==> src/rtl/apu_pkg.sv <==
// Shared offsets, status bit positions and sequencer mode encoding for the APU MMIO block.
package apu_pkg;

  localparam logic [4:0] ADDR_OAMDMA = 5'h14;
  localparam logic [4:0] ADDR_STATUS = 5'h15;
  localparam logic [4:0] ADDR_JOY    = 5'h16;
  localparam logic [4:0] ADDR_FRAME  = 5'h17;

  localparam int unsigned FRAME_IRQ_BIT = 6;
  localparam int unsigned DMC_IRQ_BIT   = 7;
  localparam int unsigned NUM_REGS      = 32;

  typedef enum logic {
    SEQ_4STEP = 1'b0,
    SEQ_5STEP = 1'b1
  } seq_mode_e;

  // $4014 (OAM DMA) and $4016 (joypad) belong to other units and are not stored here.
  function automatic logic addr_stored(input logic [4:0] addr);
    return (addr != ADDR_OAMDMA) && (addr != ADDR_JOY);
  endfunction

endpackage

==> src/rtl/apu_frame_sequencer.sv <==
// Frame sequencer: cycle/step counters, 4/5-step decode, quarter/half strobes and frame IRQ flag.
module apu_frame_sequencer
  import apu_pkg::*;
#(
  parameter int unsigned QTR_PERIOD = 7457
) (
  input  logic       clk_i,
  input  logic       rst_ni,
  input  logic       frame_wr_i,
  input  logic [7:0] frame_data_i,
  input  logic       status_rd_i,
  output logic       qtr_o,
  output logic       half_o,
  output logic       frame_irq_o
);

  localparam int unsigned CW = (QTR_PERIOD > 1) ? $clog2(QTR_PERIOD) : 1;
  localparam logic [CW-1:0] LAST = CW'(QTR_PERIOD - 1);

  logic [CW-1:0] cyc_q, cyc_d;
  logic [2:0]    step_q, step_d;
  seq_mode_e     mode_q, mode_d;
  logic          inhibit_q, inhibit_d;
  logic          qtr_q, qtr_d;
  logic          half_q, half_d;
  logic          irq_q, irq_d;
  logic          tick;
  logic          set_irq;

  always_comb begin
    tick      = (cyc_q == LAST) && !frame_wr_i;
    cyc_d     = (cyc_q == LAST) ? '0 : cyc_q + CW'(1);
    step_d    = step_q;
    mode_d    = mode_q;
    inhibit_d = inhibit_q;
    qtr_d     = 1'b0;
    half_d    = 1'b0;
    set_irq   = 1'b0;
    irq_d     = irq_q;

    if (tick) begin
      if (mode_q == SEQ_4STEP) begin
        qtr_d   = 1'b1;
        half_d  = step_q[0];
        set_irq = (step_q == 3'd3) && !inhibit_q;
        step_d  = (step_q == 3'd3) ? 3'd0 : step_q + 3'd1;
      end else begin
        qtr_d   = (step_q != 3'd3);
        half_d  = (step_q == 3'd1) || (step_q == 3'd4);
        step_d  = (step_q == 3'd4) ? 3'd0 : step_q + 3'd1;
      end
    end

    // Ordering gives set priority over read-clear, and inhibit-write priority over both.
    if (status_rd_i) irq_d = 1'b0;
    if (set_irq)     irq_d = 1'b1;

    if (frame_wr_i) begin
      mode_d    = frame_data_i[7] ? SEQ_5STEP : SEQ_4STEP;
      inhibit_d = frame_data_i[6];
      cyc_d     = '0;
      step_d    = '0;
      qtr_d     = frame_data_i[7];
      half_d    = frame_data_i[7];
      if (frame_data_i[6]) irq_d = 1'b0;
    end
  end

  always_ff @(posedge clk_i or negedge rst_ni) begin
    if (!rst_ni) begin
      cyc_q     <= '0;
      step_q    <= '0;
      mode_q    <= SEQ_4STEP;
      inhibit_q <= 1'b0;
      qtr_q     <= 1'b0;
      half_q    <= 1'b0;
      irq_q     <= 1'b0;
    end else begin
      cyc_q     <= cyc_d;
      step_q    <= step_d;
      mode_q    <= mode_d;
      inhibit_q <= inhibit_d;
      qtr_q     <= qtr_d;
      half_q    <= half_d;
      irq_q     <= irq_d;
    end
  end

  assign qtr_o       = qtr_q;
  assign half_o      = half_q;
  assign frame_irq_o = irq_q;

endmodule

==> src/rtl/apu_mmio_frame_regs.sv <==
// APU MMIO register file ($4000-$401F) with write strobes, $4015 status read-back and frame sequencer.
module apu_mmio_frame_regs
  import apu_pkg::*;
#(
  parameter int unsigned NUM_CH     = 5,
  parameter int unsigned QTR_PERIOD = 7457,
  parameter logic [7:0]  OPEN_BUS   = 8'hFF
) (
  input  logic                  i_clk_cpu,
  input  logic                  i_reset,
  input  logic                  i_ce,
  input  logic                  i_rnw,
  input  logic [4:0]            i_addr,
  input  logic [7:0]            i_data_in,
  input  logic [NUM_CH-1:0]     i_ch_active,
  input  logic                  i_dmc_irq,
  output logic [7:0]            o_data_out,
  output logic [32*8-1:0]       o_regs,
  output logic [31:0]           o_wr_stb,
  output logic [NUM_CH-1:0]     o_ch_enable,
  output logic                  o_dmc_irq_clr,
  output logic                  o_qtr_frame,
  output logic                  o_half_frame,
  output logic                  o_irq
);

  logic [7:0]        regs_q [NUM_REGS];
  logic [31:0]       wr_stb_q, wr_stb_d;
  logic [NUM_CH-1:0] ch_enable_q, ch_enable_d;
  logic              dmc_clr_q, dmc_clr_d;
  logic              wr_en;
  logic              status_rd;
  logic              frame_wr;
  logic              frame_irq;
  logic [7:0]        status;

  always_comb begin
    wr_en       = i_ce && !i_rnw && addr_stored(i_addr);
    status_rd   = i_ce && i_rnw && (i_addr == ADDR_STATUS);
    frame_wr    = i_ce && !i_rnw && (i_addr == ADDR_FRAME);
    wr_stb_d    = wr_en ? (32'd1 << i_addr) : '0;
    dmc_clr_d   = i_ce && !i_rnw && (i_addr == ADDR_STATUS);
    ch_enable_d = dmc_clr_d ? i_data_in[NUM_CH-1:0] : ch_enable_q;
  end

  always_ff @(posedge i_clk_cpu or negedge i_reset) begin
    if (!i_reset) begin
      for (int unsigned n = 0; n < NUM_REGS; n++) regs_q[n] <= '0;
      wr_stb_q    <= '0;
      ch_enable_q <= '0;
      dmc_clr_q   <= 1'b0;
    end else begin
      if (wr_en) regs_q[i_addr] <= i_data_in;
      wr_stb_q    <= wr_stb_d;
      ch_enable_q <= ch_enable_d;
      dmc_clr_q   <= dmc_clr_d;
    end
  end

  apu_frame_sequencer #(
    .QTR_PERIOD (QTR_PERIOD)
  ) u_seq (
    .clk_i        (i_clk_cpu),
    .rst_ni       (i_reset),
    .frame_wr_i   (frame_wr),
    .frame_data_i (i_data_in),
    .status_rd_i  (status_rd),
    .qtr_o        (o_qtr_frame),
    .half_o       (o_half_frame),
    .frame_irq_o  (frame_irq)
  );

  always_comb begin
    status                     = '0;
    status[NUM_CH-1:0]         = i_ch_active;
    status[FRAME_IRQ_BIT]      = frame_irq;
    status[DMC_IRQ_BIT]        = i_dmc_irq;
  end

  // Read path is combinational but forced to open bus while reset is held.
  assign o_data_out = (i_reset && status_rd) ? status : OPEN_BUS;

  always_comb begin
    o_regs = '0;
    for (int unsigned n = 0; n < NUM_REGS; n++) o_regs[8*n +: 8] = regs_q[n];
  end

  assign o_wr_stb      = wr_stb_q;
  assign o_ch_enable   = ch_enable_q;
  assign o_dmc_irq_clr = dmc_clr_q;
  assign o_irq         = frame_irq | i_dmc_irq;

endmodule

==> config.mk <==
export PLATFORM = sky130hd
export DESIGN_NAME = apu_mmio_frame_regs
export DESIGN_NICKNAME = d
export VERILOG_FILES = /design/src/rtl/apu_pkg.sv /design/src/rtl/apu_frame_sequencer.sv /design/src/rtl/apu_mmio_frame_regs.sv
export SDC_FILE = /design/constraint.sdc
export NUM_CORES = 1
export LEC_CHECK = 0
export CAP_MARGIN = 20
export CORE_ASPECT_RATIO = 0.5
export CORE_MARGIN = 5
export CORE_UTILIZATION = 32
export CTS_BUF_LIST = sky130_fd_sc_hd__clkbuf_4
export CTS_CLUSTER_SIZE = 8
export DETAILED_ROUTE_END_ITERATION = 12
export DONT_BUFFER_PORTS = 1
export GPL_TIMING_DRIVEN = 0
export PLACE_DENSITY_LB_ADDON = 0.08
export SLEW_MARGIN = 10
export SYNTH_ARGS = -nofsm -noshare
export SYNTH_HDL_FRONTEND = slang
export SYNTH_SLANG_ARGS = --single-unit
==> constraint.sdc <==
create_clock -name i_clk_cpu -period 1.92 [get_ports i_clk_cpu]
set_input_delay 0.288 -clock i_clk_cpu [delete_from_list [all_inputs] [get_ports i_clk_cpu]]
set_output_delay 0.288 -clock i_clk_cpu [all_outputs]
set_load 0.02 [all_outputs]
; After elaboration in Yosys (flattened, before gate mapping)
; Index checks and enable logic that the tools add are counted.
[word_totals]
ff_bits = 315
output_inout_bits = 305
word_cells = 99
[classes]
add_sub_neg = 2
magnitude_cmp = 2
n_eq_ne = 9
shift = 1
n_mux = 25
bitwise_logic = 2
n_reduce_logical = 16
[ops]
columns = operator, count
row1 = $bwmux 256, 1
row2 = $demux 8 s5, 1
row3 = $mux 32, 1
row4 = $shl 1x5->32 const A, 1
row5 = $mux 13, 2
row6 = $mux 8, 2
row7 = $mux 3, 5
row8 = $add 13x1->13 const B, 1
row9 = $eq 13x13->1 const B, 1
row10 = $mux 1, 13
row11 = $logic_and 1x1->1, 11
row12 = $eq 5x5->1 const B, 2
row13 = $ne 5x5->1 const B, 2
row14 = $ge 6x6->1 const B, 1
row15 = $lt 6x1->1 const B, 1
row16 = $not 5->6, 1
row17 = $add 3x1->3 const B, 1
row18 = $eq 3x1->1 const B, 1
row19 = $eq 3x2->1 const B, 1
row20 = $eq 3x3->1 const B, 1
row21 = $logic_not 1->1, 3
row22 = $ne 3x2->1 const B, 1
row23 = $reduce_bool 2->1, 1
row24 = $logic_or 1x1->1, 1
row25 = $or 1x1->1, 1

; Logic depth before layout (Yosys ltp)
[logic_depth]
word_depth = 9
ltp_mapped = 7
mapped_depth_nobuf = 6

; By module
; A second synthesis with hierarchy kept.
[unflattened]
cells_unflattened = 788
hier_area_um2 = 11984.0
[modules_own_cells]
columns = module, instances, cells_per_inst, area_each_um2, seq_area_each_um2
row1 = apu_mmio_frame_regs, 1, 682, 10872.9, 7357.1
row2 = apu_frame_sequencer, 1, 106, 1111.1, 525.5

; Least setup slack after synthesis
; No wires, ideal clock.
[synth_timing]
kind = register to register
startpoint = register u_seq.cyc_q[0]
endpoint = register u_seq.irq_q, in the netlist u_seq.frame_irq_o
t_arrival_ns = 1.935
required_ns = 1.842
setup_slack_ns = -0.092
path_stages_with_launch = 7
synth_period_minus_slack_ns = 2.012
path_cell_list = dfrtp_1 inv_1 ha_1 or4b_4 a2111o_1 or3_1 a21boi_1
[synth_between]
elab_chain_len = 6
[synth_lines]
columns = element, line
row1 = "start, declared", apu_frame_sequencer.sv:20  ; logic [CW-1:0] cyc_q, cyc_d;
row2 = "start signal, assigned", apu_frame_sequencer.sv:79  ; cyc_q <= cyc_d;
row3 = $eq 13x13->1 *, apu_frame_sequencer.sv:31  ; tick = (cyc_q == LAST) && !frame_wr_i;
row4 = $logic_and 1x1->1 *, apu_frame_sequencer.sv:31
row5 = $mux 1 *, apu_frame_sequencer.sv:41  ; if (tick) begin
row6 = $mux 1 *, apu_frame_sequencer.sv:56  ; if (set_irq) irq_d = 1'b1;
row7 = $mux 1, apu_frame_sequencer.sv:65  ; if (frame_data_i[6]) irq_d = 1'b0;
row8 = $mux 1 *, apu_frame_sequencer.sv:58  ; if (frame_wr_i) begin
row9 = via u_seq.irq_d, apu_frame_sequencer.sv:26  ; logic irq_q, irq_d;
row10 = "end signal, assigned", apu_frame_sequencer.sv:85  ; irq_q <= irq_d;
row11 = "end, declared", apu_frame_sequencer.sv:26
; Mark *: on every way through the listed nets, which the timed path passes. The rest lies on a longest branch.
; A chain may end at the register's enable or synchronous reset.

; Worst setup path in the final report
[layout_timing]
startpoint = input i_addr[3]
endpoint = output o_data_out[3]
[layout_between]
elab_chain_len = 4
[layout_lines]
columns = element, line
row1 = "start, declared", apu_mmio_frame_regs.sv:13  ; input logic [4:0] i_addr,
row2 = $eq 5x5->1, apu_mmio_frame_regs.sv:39  ; status_rd = i_ce && i_rnw && (i_addr == ADDR_STATUS);
row3 = $logic_and 1x1->1, apu_mmio_frame_regs.sv:39
row4 = $logic_and 1x1->1, apu_mmio_frame_regs.sv:81  ; assign o_data_out = (i_reset && status_rd) ? status : OPEN_BUS;
row5 = $mux 8, apu_mmio_frame_regs.sv:81
row6 = "end, declared", apu_mmio_frame_regs.sv:17  ; output logic [7:0] o_data_out,
; No other way between the ends.

==> metrics.csv <==
stage,metric,value,unit
status,status,"finished, violations left",
status,violations,"negative hold slack, negative setup slack",
detailed_routing,wire_per_inst,24.2,um
yosys,yosys_warnings,0,
cells_and_area,fin_util,0.377,
critical_path,worst-r2r-cell-count,4,
yosys,netlist.area_leader.share,0.663,
detailed_routing,drc,0,
clock_tree,hold_buffers,12,
critical_path,r2r-end,u_seq.frame_irq_o$_DFF_PN0_,
sta,fin_crit_sh,1.00,
detailed_routing,first_pass_iters,4,
placed_design,gp_congestion,0.722,
cells_and_area,areaGrowthSynthToFinish,15.1,%
sta,worst_pin_slew,0.895,ns
pwr,powerDensity,1150,nW/um^2
clock_tree,htree_levels,3,
sta,rsz0062_at_grt,yes,
grt,grt_max_degree,317,
pwr,power,15.7,mW
cells_and_area,fill_cells,3535,
cells_and_area,fin_area,13700,sq um
clock_tree,clk_latency,0.72,ns
sta,slew_violations,0,
sta,skew,0.0242,ns
die,rows,49,
worst_hold_path,hold_path.class,in2async,
yosys,synth_seq_cells,315,
grt,antenna_found_initial,2,
die,core_area,36300,sq um
die,initial_core_util,0.327,
grt,grt_util_all_layers,0.165,
pwr,leakagePower,6.82,nW
critical_path,cp-end-kind,output pin,
sta,tns,-0.0392,ns
detailed_routing,vias_per_cell,4.68,
critical_path,cp_max_fo,8,
clock_tree,numClockSinks,315,
run,maxCapViolations,0,
pwr,peakVddDrop,0.298,mV
detailed_routing,drtAntennaViolNets,0,
yosys,synthFlopType,dfrtp_1,
placed_design,portBuffers,0,
critical_path,arrival,1.64,ns
yosys,avgSynthCellArea,15.0,sq um
critical_path,required,1.63,ns
yosys,netlist_area,11900,sq um
yosys,synth_top_area_cell,dfrtp_1,
sta,hold_viol,315,
yosys,synth_edf_count,0,
placed_design,dp_hpwl,23.6,mm
clock_tree,clockBufferDepth,3,
critical_path,cp-start-kind,input port,
die,die_y,146,um
detailed_routing,wirelength,34.5,mm
die,io_pins,328,
critical_path,reg2reg_setup_slack,0.04,ns
yosys,syn_inst,791,
grt,grt_pass1_vias,6992,
sta,timing.hold.ws,-0.728,ns
clock_tree,cts_buffers,78,
yosys,synth.distinct_cells,43,
die,die_w,283,um
cells_and_area,final_nets,923,
sta,layout_min_cycle_time,1.93,ns
grt,grt_pass1_wl,50.3,mm
yosys,synth.area.top_cells,"dfrtp_1 (66%), mux2_2 (22%), clkbuf_1 (1.4%)",
yosys,yosysMostFrequentCell,dfrtp_1,
sta,finalSetupViolations,5,
die,dieArea,41300,sq um
detailed_routing,num_vias,6685,
clock_tree,cts_tree,yes,
yosys,synth.cells.most_frequent,"dfrtp_1 (315), mux2_2 (237), clkbuf_1 (45)",
critical_path,worstReg2RegStart,u_seq.cyc_q[7]$_DFF_PN0_,
clock_tree,clk_pin_slew,0.07,ns
cells_and_area,drive_gt1_frac,0.433,
sta,layout_setup_ws,-0.00953,ns
yosys,ys_seq_area_frac,0.663,
placed_design,place_area,12500,sq um
sta,fmax,518,MHz
yosys,async_flop_share,1.00,
grt,grt.overflow.total,0,
detailed_routing,drt_iter0_markers,275,
critical_path,criticalPathCategory,in2out,
clock_tree,clockRootBuffer,clkbuf_4,
sta,slew-limit-headroom,0.403,
==> stage by stage <==
stage,instances,hold WS [ns],setup slack (ns)
finish,1427,-0.728,-0.00953
global route,1427,-0.835,-0.106
CTS,1422,-0.836,-0.0666
detailed placement,1276,-0.000434,-0.356
global placement,1276,-0.000555,-0.342
floorplan,792,-0.00759,0.00562
==> state kept, by name, indices dropped and copies added (netlist names) <==
name,flops
o_dmc_irq_clr,1
u_seq.half_o,1
u_seq.mode_q,1
u_seq.frame_irq_o,1
u_seq.step_q,3
u_seq.cyc_q,13
o_regs,256
o_wr_stb,32
u_seq.inhibit_q,1
u_seq.qtr_o,1
o_ch_enable,5
==> what timing repair did <==
item | 4_1_cts | 5_1_grt
buffers inserted | 5 | 4
gates cloned | 0 | 0
endpoints found under the hold margin | 367 | 315
setup endpoints to repair | 25 | 74
resized for setup | 2 | 10
pin swaps | 4 | 5
==> layer usage <==
metal  vias to the layer above  GRT usage  share of wire  wire length (um)
li1                       2938          -              -                 -
met1                      3527      0.197           0.40             13900
met2                       159      0.289           0.52             18100
met3                        61     0.0459          0.047              1630
met4                         0     0.0572          0.027               921
met5                         -          0              0                 0
==> cell families after synthesis <==
kind of cell / after synthesis / synth area share
DFF: 315 / 0.663
muxes: 239 / 0.226
and+or+nand+nor: 127 / 0.0612
buffers and inverters: 81 / 0.0276
xor gates and xnor gates: 11 / 0.00811
AOI/OAI and AO/OA: 10 / 0.00611
adders and majority gates: 7 / 0.00737
other: 1 / 0.000315
==> critical path: stages <==
cell	delay [ns]
and3b_2	0.23
buf_6	0.12
nand4_1	0.45
or2_2	0.55
==> layout by cell type, fill, tap and decap left out, types with 3 or more instances in the layout <==
| cell | n |
|---|---|
| clkbuf_1 | 44 |
| nand3_1 | 10 |
| dfrtp_1 | 315 |
| inv_1 | 24 |
| xor2_1 | 3 |
| dlygate4sd3_1 | 12 |
| nand3b_1 | 3 |
| nor3_1 | 4 |
| nor2_4 | 3 |
| or2_4 | 3 |
| inv_2 | 3 |
| xnor2_1 | 8 |
| nor2_2 | 6 |
| nor2_1 | 16 |
| clkinv_1 | 11 |
| nand2_2 | 4 |
| nand2_1 | 43 |
| nor2b_1 | 5 |
| nand2b_1 | 4 |
| clkbuf_4 | 116 |
| ha_1 | 7 |
| or2_2 | 5 |
| buf_2 | 5 |
| mux2_2 | 237 |
| buf_4 | 13 |
| o22ai_1 | 3 |
==> final cells by class <==
cell class | count | area [sq um] | area share
Buffer | 56 | 250 | 0.0183
Clock inverter | 14 | 78.8 | 0.00576
Inverter | 25 | 93.8 | 0.00686
Tap cell | 484 | 606 | 0.0443
Antenna cell | 1 | 2.50 | 0.000183
Clock buffer | 115 | 863 | 0.0631
Sequential cell | 315 | 7880 | 0.576
Multi-Input combinational cell | 396 | 3720 | 0.272
Timing Repair Buffer | 21 | 188 | 0.0137
==> power breakdown <==
group	internal (mW)	switching, mW	total [mW]
clock network	2.85	2.68	5.53
logic	0.692	0.505	1.20
registers	7.39	1.56	8.95
total	10.9	4.74	15.7
==> worst max path at each step <==
| stage | to | cells after the start | slack [ns] | from |
|---|---|---|---|---|
| after floorplan | u_seq.frame_irq_o$_DFF_PN0_ | 6 | 0.006 | u_seq.cyc_q[0]$_DFF_PN0_ |
| after global placement | u_seq.cyc_q[4]$_DFF_PN0_ | 6 | -0.34 | u_seq.cyc_q[0]$_DFF_PN0_ |
| after detailed placement | u_seq.cyc_q[10]$_DFF_PN0_ | 6 | -0.36 | u_seq.cyc_q[0]$_DFF_PN0_ |
| after CTS | o_data_out[2] | 4 | -0.07 | i_addr[3] |
| after global routing | o_data_out[7] | 4 | -0.11 | i_addr[3] |
| final | o_data_out[3] | 4 | -0.01 | i_addr[3] |
No activity file was read; power rests on OpenSTA's default activity.
